===== config.mk =====
export PLATFORM = sky130hd
export DESIGN_NAME = hbridge_deadtime_ctrl
export DESIGN_NICKNAME = d
export VERILOG_FILES = /design/src/rtl/hbridge_deadtime_ctrl.sv
export SDC_FILE = /design/constraint.sdc
export NUM_CORES = 1
export LEC_CHECK = 0
export ABC_AREA = 1
export CAP_MARGIN = 30
export CORE_MARGIN = 8
export CORE_UTILIZATION = 59
export DETAILED_ROUTE_END_ITERATION = 8
export PLACE_DENSITY = 0.95
export SLEW_MARGIN = 20
export SYNTH_ARGS = -nofsm -noshare
export SYNTH_HDL_FRONTEND = slang
export SYNTH_SLANG_ARGS = --single-unit

===== constraint.sdc =====
create_clock -name clk -period 4.23 [get_ports clk]
set_input_delay 0.423 -clock clk [delete_from_list [all_inputs] [get_ports clk]]
set_output_delay 0.423 -clock clk [all_outputs]
set_load 0.02 [all_outputs]

===== src/rtl/hbridge_deadtime_ctrl.sv =====
// H-bridge gate controller: PWM + direction in, four gate commands out.
// Programmable deadtime, sequenced direction reversal and a latched fault.
module hbridge_deadtime_ctrl #(
    parameter int unsigned DT_W       = 8,
    parameter int unsigned DT_DEFAULT = 50,
    parameter int unsigned DT_MIN     = 4,
    parameter int unsigned REV_MULT   = 2
) (
    input  logic            clk,
    input  logic            rst,
    input  logic            enable,
    input  logic            pwm_in,
    input  logic            dir,
    input  logic [DT_W-1:0] dt_cycles,
    input  logic            dt_load,
    input  logic            fault,
    input  logic            fault_clr,
    output logic            H1,
    output logic            L1,
    output logic            H2,
    output logic            L2,
    output logic            in_deadtime,
    output logic            fault_latched,
    output logic            dir_active
);

    localparam int unsigned CNT_W = DT_W + 2;

    typedef enum logic [2:0] {
        StIdle,
        StDriveHi,
        StDriveLo,
        StDead,
        StRev,
        StFault
    } state_e;

    state_e           state_q, state_d;
    logic [CNT_W-1:0] cnt_q, cnt_d;
    logic [CNT_W-1:0] dead_init, rev_init;
    logic [DT_W-1:0]  dt_q, dt_clamped;
    logic             pwm_q, dir_q;
    logic             dir_act_d;
    logic             h1_d, l1_d, h2_d, l2_d;

    assign dt_clamped = (dt_cycles < DT_W'(DT_MIN)) ? DT_W'(DT_MIN) : dt_cycles;
    assign dead_init  = CNT_W'(dt_q) - CNT_W'(1);
    assign rev_init   = CNT_W'(REV_MULT) * CNT_W'(dt_q) - CNT_W'(1);

    always_comb begin
        state_d   = state_q;
        cnt_d     = cnt_q;
        dir_act_d = dir_active;
        if (fault) begin
            state_d = StFault;
        end else if (!enable && state_q != StFault) begin
            state_d = StIdle;
        end else begin
            unique case (state_q)
                StIdle: begin
                    state_d   = StDead;
                    cnt_d     = dead_init;
                    dir_act_d = dir_q;
                end
                // A direction change outranks a PWM edge seen in the same cycle.
                StDriveHi, StDriveLo: begin
                    if (dir_q != dir_active) begin
                        state_d = StRev;
                        cnt_d   = rev_init;
                    end else if (pwm_q != (state_q == StDriveHi)) begin
                        state_d = StDead;
                        cnt_d   = dead_init;
                    end
                end
                StDead, StRev: begin
                    if (cnt_q == '0) begin
                        state_d = pwm_q ? StDriveHi : StDriveLo;
                        if (state_q == StRev) begin
                            dir_act_d = dir_q;
                        end
                    end else begin
                        cnt_d = cnt_q - CNT_W'(1);
                    end
                end
                StFault: begin
                    if (fault_clr) begin
                        state_d = StIdle;
                    end
                end
                default: state_d = StIdle;
            endcase
        end
        if (state_d == StIdle || state_d == StFault) begin
            dir_act_d = 1'b0;
        end
    end

    // Gate commands are decoded from the next state so the outputs are registered.
    always_comb begin
        h1_d = 1'b0;
        l1_d = 1'b0;
        h2_d = 1'b0;
        l2_d = 1'b0;
        unique case (state_d)
            StDriveHi: begin
                h1_d = !dir_act_d;
                l2_d = !dir_act_d;
                h2_d = dir_act_d;
                l1_d = dir_act_d;
            end
            StDriveLo: begin
                l1_d = 1'b1;
                l2_d = 1'b1;
            end
            default: ;
        endcase
    end

    always_ff @(posedge clk or posedge rst) begin
        if (rst) begin
            state_q       <= StIdle;
            cnt_q         <= '0;
            dt_q          <= DT_W'(DT_DEFAULT);
            pwm_q         <= 1'b0;
            dir_q         <= 1'b0;
            dir_active    <= 1'b0;
            H1            <= 1'b0;
            L1            <= 1'b0;
            H2            <= 1'b0;
            L2            <= 1'b0;
            in_deadtime   <= 1'b0;
            fault_latched <= 1'b0;
        end else begin
            pwm_q         <= pwm_in;
            dir_q         <= dir;
            if (dt_load) begin
                dt_q <= dt_clamped;
            end
            state_q       <= state_d;
            cnt_q         <= cnt_d;
            dir_active    <= dir_act_d;
            H1            <= h1_d;
            L1            <= l1_d;
            H2            <= h2_d;
            L2            <= l2_d;
            in_deadtime   <= (state_d == StDead) || (state_d == StRev);
            fault_latched <= (state_d == StFault);
        end
    end

endmodule


==> impl_metrics.tcl <==
set metrics [dict create \
    status "completed" \
    p_per_area_mw_per_mm2 538 \
    diodes 0 \
    antenna_found_initial 0 \
    period_share_pct 46.1 \
    yosysSeqAreaShare_pct 40.9 \
    path_cells "nor2_2 -> o21ai_4 -> inv_2 -> nand3_1 -> nand3_2 -> inv_2 -> o21ai_0 -> nand2_1" \
    setup_tns_ps 0 \
    finalPower_mw 1.18 \
    grt_max_degree 20 \
    final_antenna_net_count 0 \
    path_buf_inv 2 \
    crit_fanout 13 \
    die_h_um 71.9 \
    clockBufferDepth 2 \
    die-area_mm2 0.00518 \
    numCtsBuffers 5 \
    rsz0062_at_grt "no" \
    critPathKind "flip-flop to flip-flop" \
    numPortBuffers 22 \
    vdd_drop_max_mv 0.374 \
    dp_hpwl_mm 3.32 \
    slew_headroom_pct 64.9 \
    clockRootBuffer "clkbuf_4" \
    p_leak_nw 1.11 \
    htreeDepth 2 \
    drt_pass1_iterations 5 \
    drc 0 \
    drv_slew 0 \
    clk_transition_reported_paths_ps 100 \
    tightest_slew_ps 525 \
    die_x_um 71.9 \
    critPathCaptureType "flip-flop" \
    via_per_inst 5.71 \
    synth-seq-cells 30 \
    worstSetupStartpoint "state_q[0]" \
    cts_resized 0 \
    finalNonFillerCells 327 \
    synth.cell_area_mm2 0.00185 \
    max_cap_violations 0 \
    core-area_mm2 0.00303 \
    r2r-start "state_q[0]" \
    io_pins 23 \
    wl_per_cell_um 14.8 \
    gp_congestion 0.910 \
    vias 1867 \
    finalInstanceArea_mm2 0.00220 \
    drive_gt1_share_pct 8.83 \
    ys_types 35 \
    skew_ps 10.3 \
    drt_wl_total_mm 4.85 \
    synth_warnings 0 \
    slowest_delay_ps 470 \
    cpMaxStageDelayCell "dfrtp_1" \
    dp.cells 319 \
    clock-sinks 30 \
    cts_tree "built" \
    worstPathArrival_ps 2230 \
    grt_pass1_vias 1811 \
    cts_hold_buf 0 \
    syn_avg_cell_area_um2 7.24 \
    worstSkewPairLatency_ps 340 \
    setup_violations 0 \
    critPathLaunchType "flip-flop" \
    fmax_mhz 513 \
    fin_crit_ps 1950 \
    critPathTopFamily "simple AND/OR/NAND/NOR gates" \
    syn-num-nets 274 \
    cp.required_ps 4510 \
    gr-total-overflow 0 \
    rows 20 \
    synth_cells 255 \
    cp_common_cell "inv_2" \
    area_growth_pct 19.2 \
    track_usage_pct 19.7 \
    hold_viol 0 \
    grt_pass1_wl_mm 8.04 \
    place_area_mm2 0.00212 \
    hp-class "primary input to asynchronous set/reset pin" \
    final_nets 301 \
    cts_setup_buffers 0 \
    start_util_pct 61.0 \
    initialDrtViolationCount 193 \
]
[routing by layer]
layer / GRT usage [%] / part of all wire, % / vias to the layer above
li1: - / - / 877
met1: 22.1 / 41 / 859
met2: 33.1 / 48 / 104
met3: 5.51 / 6.7 / 27
met4: 10.9 / 4.4 / 0
met5: 0 / 0 / -
[cells in the mapped netlist (all sizes together)]
cell type  number  area, um2
inv            46        175
nand2          66        250
clkbuf          1       3.75
nand3          23        120
nand4           5       31.3
o21bai          1       7.51
o21ai          22        121
nor4            1       6.26
nor2           22        100
or2             1       6.26
dfstp           3       78.8
o221ai          3       26.3
a22oi           1       7.51
a21oi          14       70.1
buf             2       22.5
a211oi          1       7.51
o22ai           1       6.26
a31oi           1       6.26
xnor2           1       8.76
a21boi          2       15.0
dfrtp          27        676
xor2            4       35.0
ha              3       37.5
nor3            3       20.0
o211ai          1       7.51
[final timing paths]
| path | to | slack [ps] | cells after the start |
|---|---|---|---|
| hold / removal | state_q[0] | 420 | 2 |
| min in group clk | pwm_q | 510 | 1 |
| setup reg to reg | cnt_q[7] | 2280 | 8 |
| setup / recovery | cnt_q[7] | 2280 | 8 |
| max in group asynchronous | dt_q[1] | 3250 | 3 |
| hold reg to reg | dt_q[1] | 510 | 2 |
[kinds of logic (layout without fill, tap and decap cells)]
kind of cell,after synthesis,in the layout,synth area share (%)
and+or+nand+nor,121,121,28.9
buffers and inverters,49,77,10.9
AOI/OAI and AO/OA,47,47,14.9
DFF,30,30,40.9
xor gates and xnor gates,5,5,2.37
adders and majority gates,3,3,2.03
[layout make-up]
| type | count | area (um2) |
|---|---|---|
| repair buffers | 23 | 248 |
| inverters | 46 | 175 |
| multi-input cells | 176 | 891 |
| well taps | 44 | 55.1 |
| flip-flops and latches | 30 | 754 |
| fillers | 205 | 826 |
| clock buffers | 8 | 78.8 |
[metrics by stage]
stage | utilization [%] | hold WS [ps] | setup WS (ps)
2_1_floorplan | - | 450 | 2730
5_1_grt | 72.7 | 471 | 2110
4_1_cts | 72.7 | 420 | 2330
3_3_place_gp | 69.2 | 469 | 2290
3_5_place_dp | 70.1 | 492 | 2230
6_report | 72.7 | 416 | 2280
[flip-flops by register name, summed over array words and instances (netlist names)]
register / count
in_deadtime: 1
L2: 1
pwm_q: 1
L1: 1
dt_q: 8
fault_latched: 1
dir_active: 1
H2: 1
dir_q: 1
cnt_q: 10
H1: 1
state_q: 3
[worst reg2reg max path, cell delays in order, from the launching register on]
cell	delay, ps
dfrtp_1	470
nor2_2	110
o21ai_4	300
inv_2	190
nand3_1	120
nand3_2	240
inv_2	230
o21ai_0	140
nand2_1	80
[placed cells by master, fill, tap and decap left out, types with 2 or more instances in the layout]
cell type,count
ha_1,3
nand2_1,65
nand3_1,22
clkbuf_4,5
nor2_2,4
o21ai_1,4
o221ai_1,3
inv_2,2
clkdlybuf4s50_1,22
nor3_1,2
o21ai_0,17
nor2_1,17
dfrtp_1,27
nand4_1,5
inv_1,43
dfstp_2,3
clkbuf_8,3
a21oi_1,14
xor2_1,4
[where the power goes]
group	leakage [nW]	switching [mW]	internal (mW)
registers	0.365	0.0502	0.364
logic	0.701	0.365	0.187
clock network	0.0446	0.105	0.113
No activity file was read; power rests on OpenSTA's default activity.
==> RTL edit 1, RTL diff (same flow settings) <==
The 6 states of `state_e` get a one-hot encoding in 6 bits.
--- a/src/rtl/hbridge_deadtime_ctrl.sv
+++ b/src/rtl/hbridge_deadtime_ctrl.sv
@@ -28,9 +28,9 @@
 
-    typedef enum logic [2:0] {
-        StIdle,
-        StDriveHi,
-        StDriveLo,
-        StDead,
-        StRev,
-        StFault
+    typedef enum logic [5:0] {
+        StIdle    = 6'b000001,
+        StDriveHi = 6'b000010,
+        StDriveLo = 6'b000100,
+        StDead    = 6'b001000,
+        StRev     = 6'b010000,
+        StFault   = 6'b100000
     } state_e;
Behaviour: same outputs for any inputs over 10 cycles, from zero or initial values and one cycle with rst high; not proved beyond that.
==> RTL edit 1 against the original RTL <==
Critical path depth rose by 2. Worst setup slack gained 77 ps. Wire length is 3.0% higher. Fmax increased by 4.1%. Clock skew is 1.7 ps higher. Cell area up 12%. Worst hold slack improved by 53 ps. Sequential share of layout area fell by 0.69 points. Sequential cell count up 3. Synthesized area is 15% higher. Critical path type unchanged.
Power is not compared: it rests on default switching activity, and its combinational part moved more than twofold at a synthesized area within 25%.
==> RTL edit 1: results (changes against the original RTL) <==
** Outcome
- Status :: finished clean

** STA
- The clock skew was 12.0 ps (+1.69 ps).
- Final Hold Violating Endpoints :: 0 (unchanged)
- The final period utilization is 44.2% (-1.8 points).
- The worst hold margin is 469 ps (+52.9 ps).
- The relative slew slack came to 58.9% (-6.0 points).

** Routing
- Routed wire length :: 5.00 mm (+3.0%)
- The detailed router's first-iteration violation count was 162 (-16%).
- The average wire per cell in the routed design was 13.6 um (-8.2%).
- The via density per instance was 5.45 (-4.5%).

** Yosys
- Synthesis warning total :: 0 (unchanged)
- Number of nets produced by synthesis :: 310 (+13%)
- The register bit total from synthesis is 33 (+10%).
- Ranked by total cell area, the synthesized netlist is headed by dfrtp_1 (34%), nand2_1 (12%), inv_1 (7.8%).
- List of most frequent post-synthesis cells :: nand2_1 (68), inv_1 (44), dfrtp_1 (29), nand3_1 (28), nor2_1 (27)
- The cell count after synthesis is 291 (+14%).
- Sequential fraction of the synthesis area :: 39.0% (-1.8 points)
- The number of library cell types mapped by synthesis is 36 (+2.9%).

** Layout
- Largest registers in the final layout :: cnt_q: 10 flops, dt_q: 8 flops, state_q: 6 flops
- The final core utilization was 69.2% (-3.6 points).
- The share of layout cells above drive strength 1 is 15.0% (+6.2 points).
- Layout net count :: 337 (+12%)
- The number of filler instances in the final layout was 265 (+29%).

** GRT
- Largest net degree at the start of global routing :: 34 (+70%)
- Global-route wire length before repair :: 8.39 mm (+4.4%)
- The number of global-route vias before repair is 1981 (+9.4%).
- Overall routing resource usage :: 17.5% (-2.2 points)

** Clock network
- The maximum clock path buffer count was 2 (unchanged).
- Number of gates resized after cts :: 0 (unchanged)
- The tree is rooted in a clkbuf_4.

** Critical path
- Critical Path Sink :: cnt_q[3]$_DFFE_PP0P_
- Worst setup path startpoint :: state_q[3]$_DFF_PP0_
- The maximum net fanout on the critical path was 17 (+4).
- Logic depth of the worst register-to-register path :: 10 (+2)

** Placed design
- Worst slack after detailed placement :: 2370 ps (+144 ps)
- Placed standard-cell area :: 2390 um2 (+12%)
- The number of cells in the design after placement came to 359 (+13%).
- Detailed placement HPWL :: 3.84 mm (+16%)
- Placer Congestion :: 0.920 (+1.1%)

** Power and ir drop
- Share of total power consumed by net switching :: 35.0%
RTL edit 1: cell families (layout without fill, tap and decap cells):
kind of cell | count (synthesis) | in the layout | share of synthesized area, %
AO/OA/AOI/OAI | 40 | 40 | 11.6
XOR/XNOR | 3 | 3 | 1.23
adder cells (fa/ha/maj) | 3 | 3 | 1.76
buffers and inverters | 52 | 80 | 10.4
flip-flops | 33 | 33 | 39.0
AND/OR/NAND/NOR | 160 | 160 | 36.0
RTL edit 1: how the worst min path moves through the flow:
stage | start | endpoint
global placement | dt_q[1]$_DFFE_PP1P_ | dt_q[1]$_DFFE_PP1P_
floorplan | dir | dir_q$_DFF_PP0_
detailed placement | dt_q[1]$_DFFE_PP1P_ | dt_q[1]$_DFFE_PP1P_
finish | rst | state_q[2]$_DFF_PP0_
global route | pwm_in | pwm_q$_DFF_PP0_
CTS | rst | cnt_q[1]$_DFFE_PP0P_
RTL edit 1: final cells by class:
cell class	instances	area share (%)
clock inverters	2	1.52
clock buffers	6	2.07
flip-flops and latches	33	33.6
repair buffers	23	9.20
multi-input cells	206	43.5
inverters	49	7.68
well taps	48	2.43
RTL edit 1: power by group through the flow:
stage / Sequential [mW] / Combinational (mW) / Clock, mW
after global routing: 0.405 / 0.294 / 0.272
after CTS: 0.399 / 0.257 / 0.259
after floorplan: 0.397 / 0.193 / 0
final: 0.400 / 0.260 / 0.256
after global placement: 0.402 / 0.244 / 0
after detailed placement: 0.405 / 0.253 / 0
RTL edit 1: worst reg2reg max path: cells and delay by family, from the launching register on:
kind | cells | cell delay [ps]
simple gates | 9 | 1170
flops | 1 | 460
buf+inv | 1 | 150
RTL edit 1: layer usage:
| layer | vias up | track usage, % | wire [um] |
|---|---|---|---|
| met5 | - | 0 | 0 |
| met3 | 14 | 3.18 | 244 |
| met1 | 915 | 19.2 | 2130 |
| li1 | 995 | - | - |
| met4 | 0 | 9.42 | 119 |
| met2 | 77 | 31.1 | 2500 |
==> RTL edit 2, RTL diff (same settings) <==
Without the edit above. The parameter `DT_W` goes from 8 to 12.
--- a/src/rtl/hbridge_deadtime_ctrl.sv
+++ b/src/rtl/hbridge_deadtime_ctrl.sv
@@ -3,3 +3,3 @@
 module hbridge_deadtime_ctrl #(
-    parameter int unsigned DT_W       = 8,
+    parameter int unsigned DT_W       = 12,
     parameter int unsigned DT_DEFAULT = 50,
Interface: changed (resized dt_cycles); port bits go from 23 to 27. The function was not compared with the original's and may differ.
==> RTL edit 2 against the original RTL <==
Non-clock buffer count is 4 higher. Total power is 24% higher. Final cell count is 28% higher. Wire length is 16% higher. First-iteration DRC count is 51% higher. Cell area is 27% higher. Worst setup slack worse by 140 ps. Sequential cell count is 8 higher. Combinational power is 20% higher. Synthesized area is 31% higher. Critical endpoint is now cnt_q[13]$_DFFE_PP0P_. Largest cell class unchanged.
==> RTL edit 2: results (changes against the original RTL) <==
** Outcome
- Status :: finished clean

** Critical path
- Cell with the largest stage delay on the worst path :: o21ai_2
- The register-to-register setup slack was 2140 ps (-140 ps).
- Arrival time at the worst endpoint :: 2270 ps (+40 ps)
- Family with the most delay on the worst path :: compound AO/OA/AOI/OAI gates
- The maximum net fanout on the critical path was 18 (+5).

** Layout
- The largest registers in the layout are cnt_q: 14 flops, dt_q: 12 flops, state_q: 3 flops.
- Fraction of final layout cells sized beyond drive strength 1 :: 8.92% (+0.085 points)
- The final net count came to 392 (+30%).

** Clock network
- Later-pin clock latency in the skew report :: 290 ps (-50 ps)
- The clock-pin transition on the worst setup and hold timing paths came to 80 ps (-20 ps).

** Placed design
- The area after detailed placement is 2710 um2 (+28%).
- Placer Congestion :: 0.898 (-1.3%)
- Number of input and output port buffers inserted :: 26 (+18%)

** Yosys
- Cell types with the largest area share after synthesis :: dfrtp_1 (36%), nand2_1 (13%), inv_1 (7.6%)
- The compound-gate portion of the synthesized area was 12.7% (-2.2 points).
- Xor and xnor fraction of the mapped netlist area :: 4.34% (+2.0 points)
- The arithmetic-cell share of the synthesized area counting full adders, half adders and majority gates was 1.55% (-0.48 points).
- The number of library cell types mapped by synthesis is 36 (+2.9%).

** Power and ir drop
- Worst IR Drop VDD :: 0.306 mV (-18%)
- Leakage power :: 1.38 nW (+25%)
- The switching part of the total was 43.5% (-0.40 points).

** STA
- Worst-margin pin slew :: 613 ps (+87.8 ps)
- The clock skew was 7.43 ps (-2.87 ps).

** Routing
- The routed wire length is 5.64 mm (+16%).
- The detailed router's first-iteration violation count was 291 (+51%).

** GRT
- The global-route wire length before repair was 9.64 mm (+20%).
- Largest net degree at the start of global routing :: 39 (+95%)
==> RTL edit 2: cell types whose count changed after synthesis, sizes merged, moves of 2 or more <==
cell | unedited run | this run
nand3 | 23 | 26
mux2 | 0 | 2
dfrtp | 27 | 35
nor2 | 22 | 45
a21oi | 14 | 11
inv | 46 | 53
o21ai | 22 | 29
nand2 | 66 | 90
o21a | 0 | 2
xor2 | 4 | 10
==> RTL edit 2: path summary, 6_finish.rpt <==
path,from,end,depth (start not counted)
max,cnt_q[0]$_DFFE_PP0P_,cnt_q[13]$_DFFE_PP0P_,9
min,rst,cnt_q[9]$_DFFE_PP0P_,3
max reg2reg,cnt_q[0]$_DFFE_PP0P_,cnt_q[13]$_DFFE_PP0P_,9
min reg2reg,cnt_q[13]$_DFFE_PP0P_,cnt_q[13]$_DFFE_PP0P_,2
max in group asynchronous,rst,dt_q[1]$_DFFE_PP1P_,3
min in group clk,cnt_q[13]$_DFFE_PP0P_,cnt_q[13]$_DFFE_PP0P_,2
==> RTL edit 2: metrics by stage <==
stage	cells	power [mW]	utilization [%]	setup WS, ps
final	420	1.47	70.7	2140
after global routing	420	1.58	70.7	1920
after CTS	420	1.46	70.7	2170
after detailed placement	412	1.19	68.3	2130
after global placement	412	1.16	68.3	2190
after floorplan	340	1.03	-	2580
==> RTL edit 2: area by class of cell <==
type / count / area, um2
clock inverters: 2 / 12.5
flip-flops and latches: 38 / 955
repair buffers: 27 / 268
multi-input cells: 244 / 1230
well taps: 50 / 62.6
inverters: 53 / 201
fillers: 301 / 1160
clock buffers: 6 / 82.6
==> RTL edit 2: layer usage <==
layer / up-vias / track usage (%) / share of wire [%]
li1: 1145 / - / -
met1: 1134 / 22.2 / 42
met2: 83 / 32.2 / 50
met3: 16 / 3.01 / 5.2
met4: 0 / 8.73 / 2.6
met5: - / 0 / 0
==> RTL edit 2: tightest hold or removal path, stage by stage <==
cell and delay (ps):
clkdlybuf4s50_1 390, inv_1 50, buf_4 400
==> RTL edit 2: power groups by stage <==
stage / combinational, mW / sequential (mW) / clock (mW)
detailed placement: 0.646 / 0.545 / 0
global route: 0.748 / 0.553 / 0.279
floorplan: 0.485 / 0.543 / 0
global placement: 0.622 / 0.542 / 0
finish: 0.665 / 0.541 / 0.260
CTS: 0.654 / 0.540 / 0.263
==> RTL edit 2: cell families after synthesis <==
family,after synthesis
XOR/XNOR,12
AO/OA/AOI/OAI,52
multiplexers,2
adder cells (fa/ha/maj),3
AND/OR/NAND/NOR,175
buffers and inverters,58
flip-flops,38
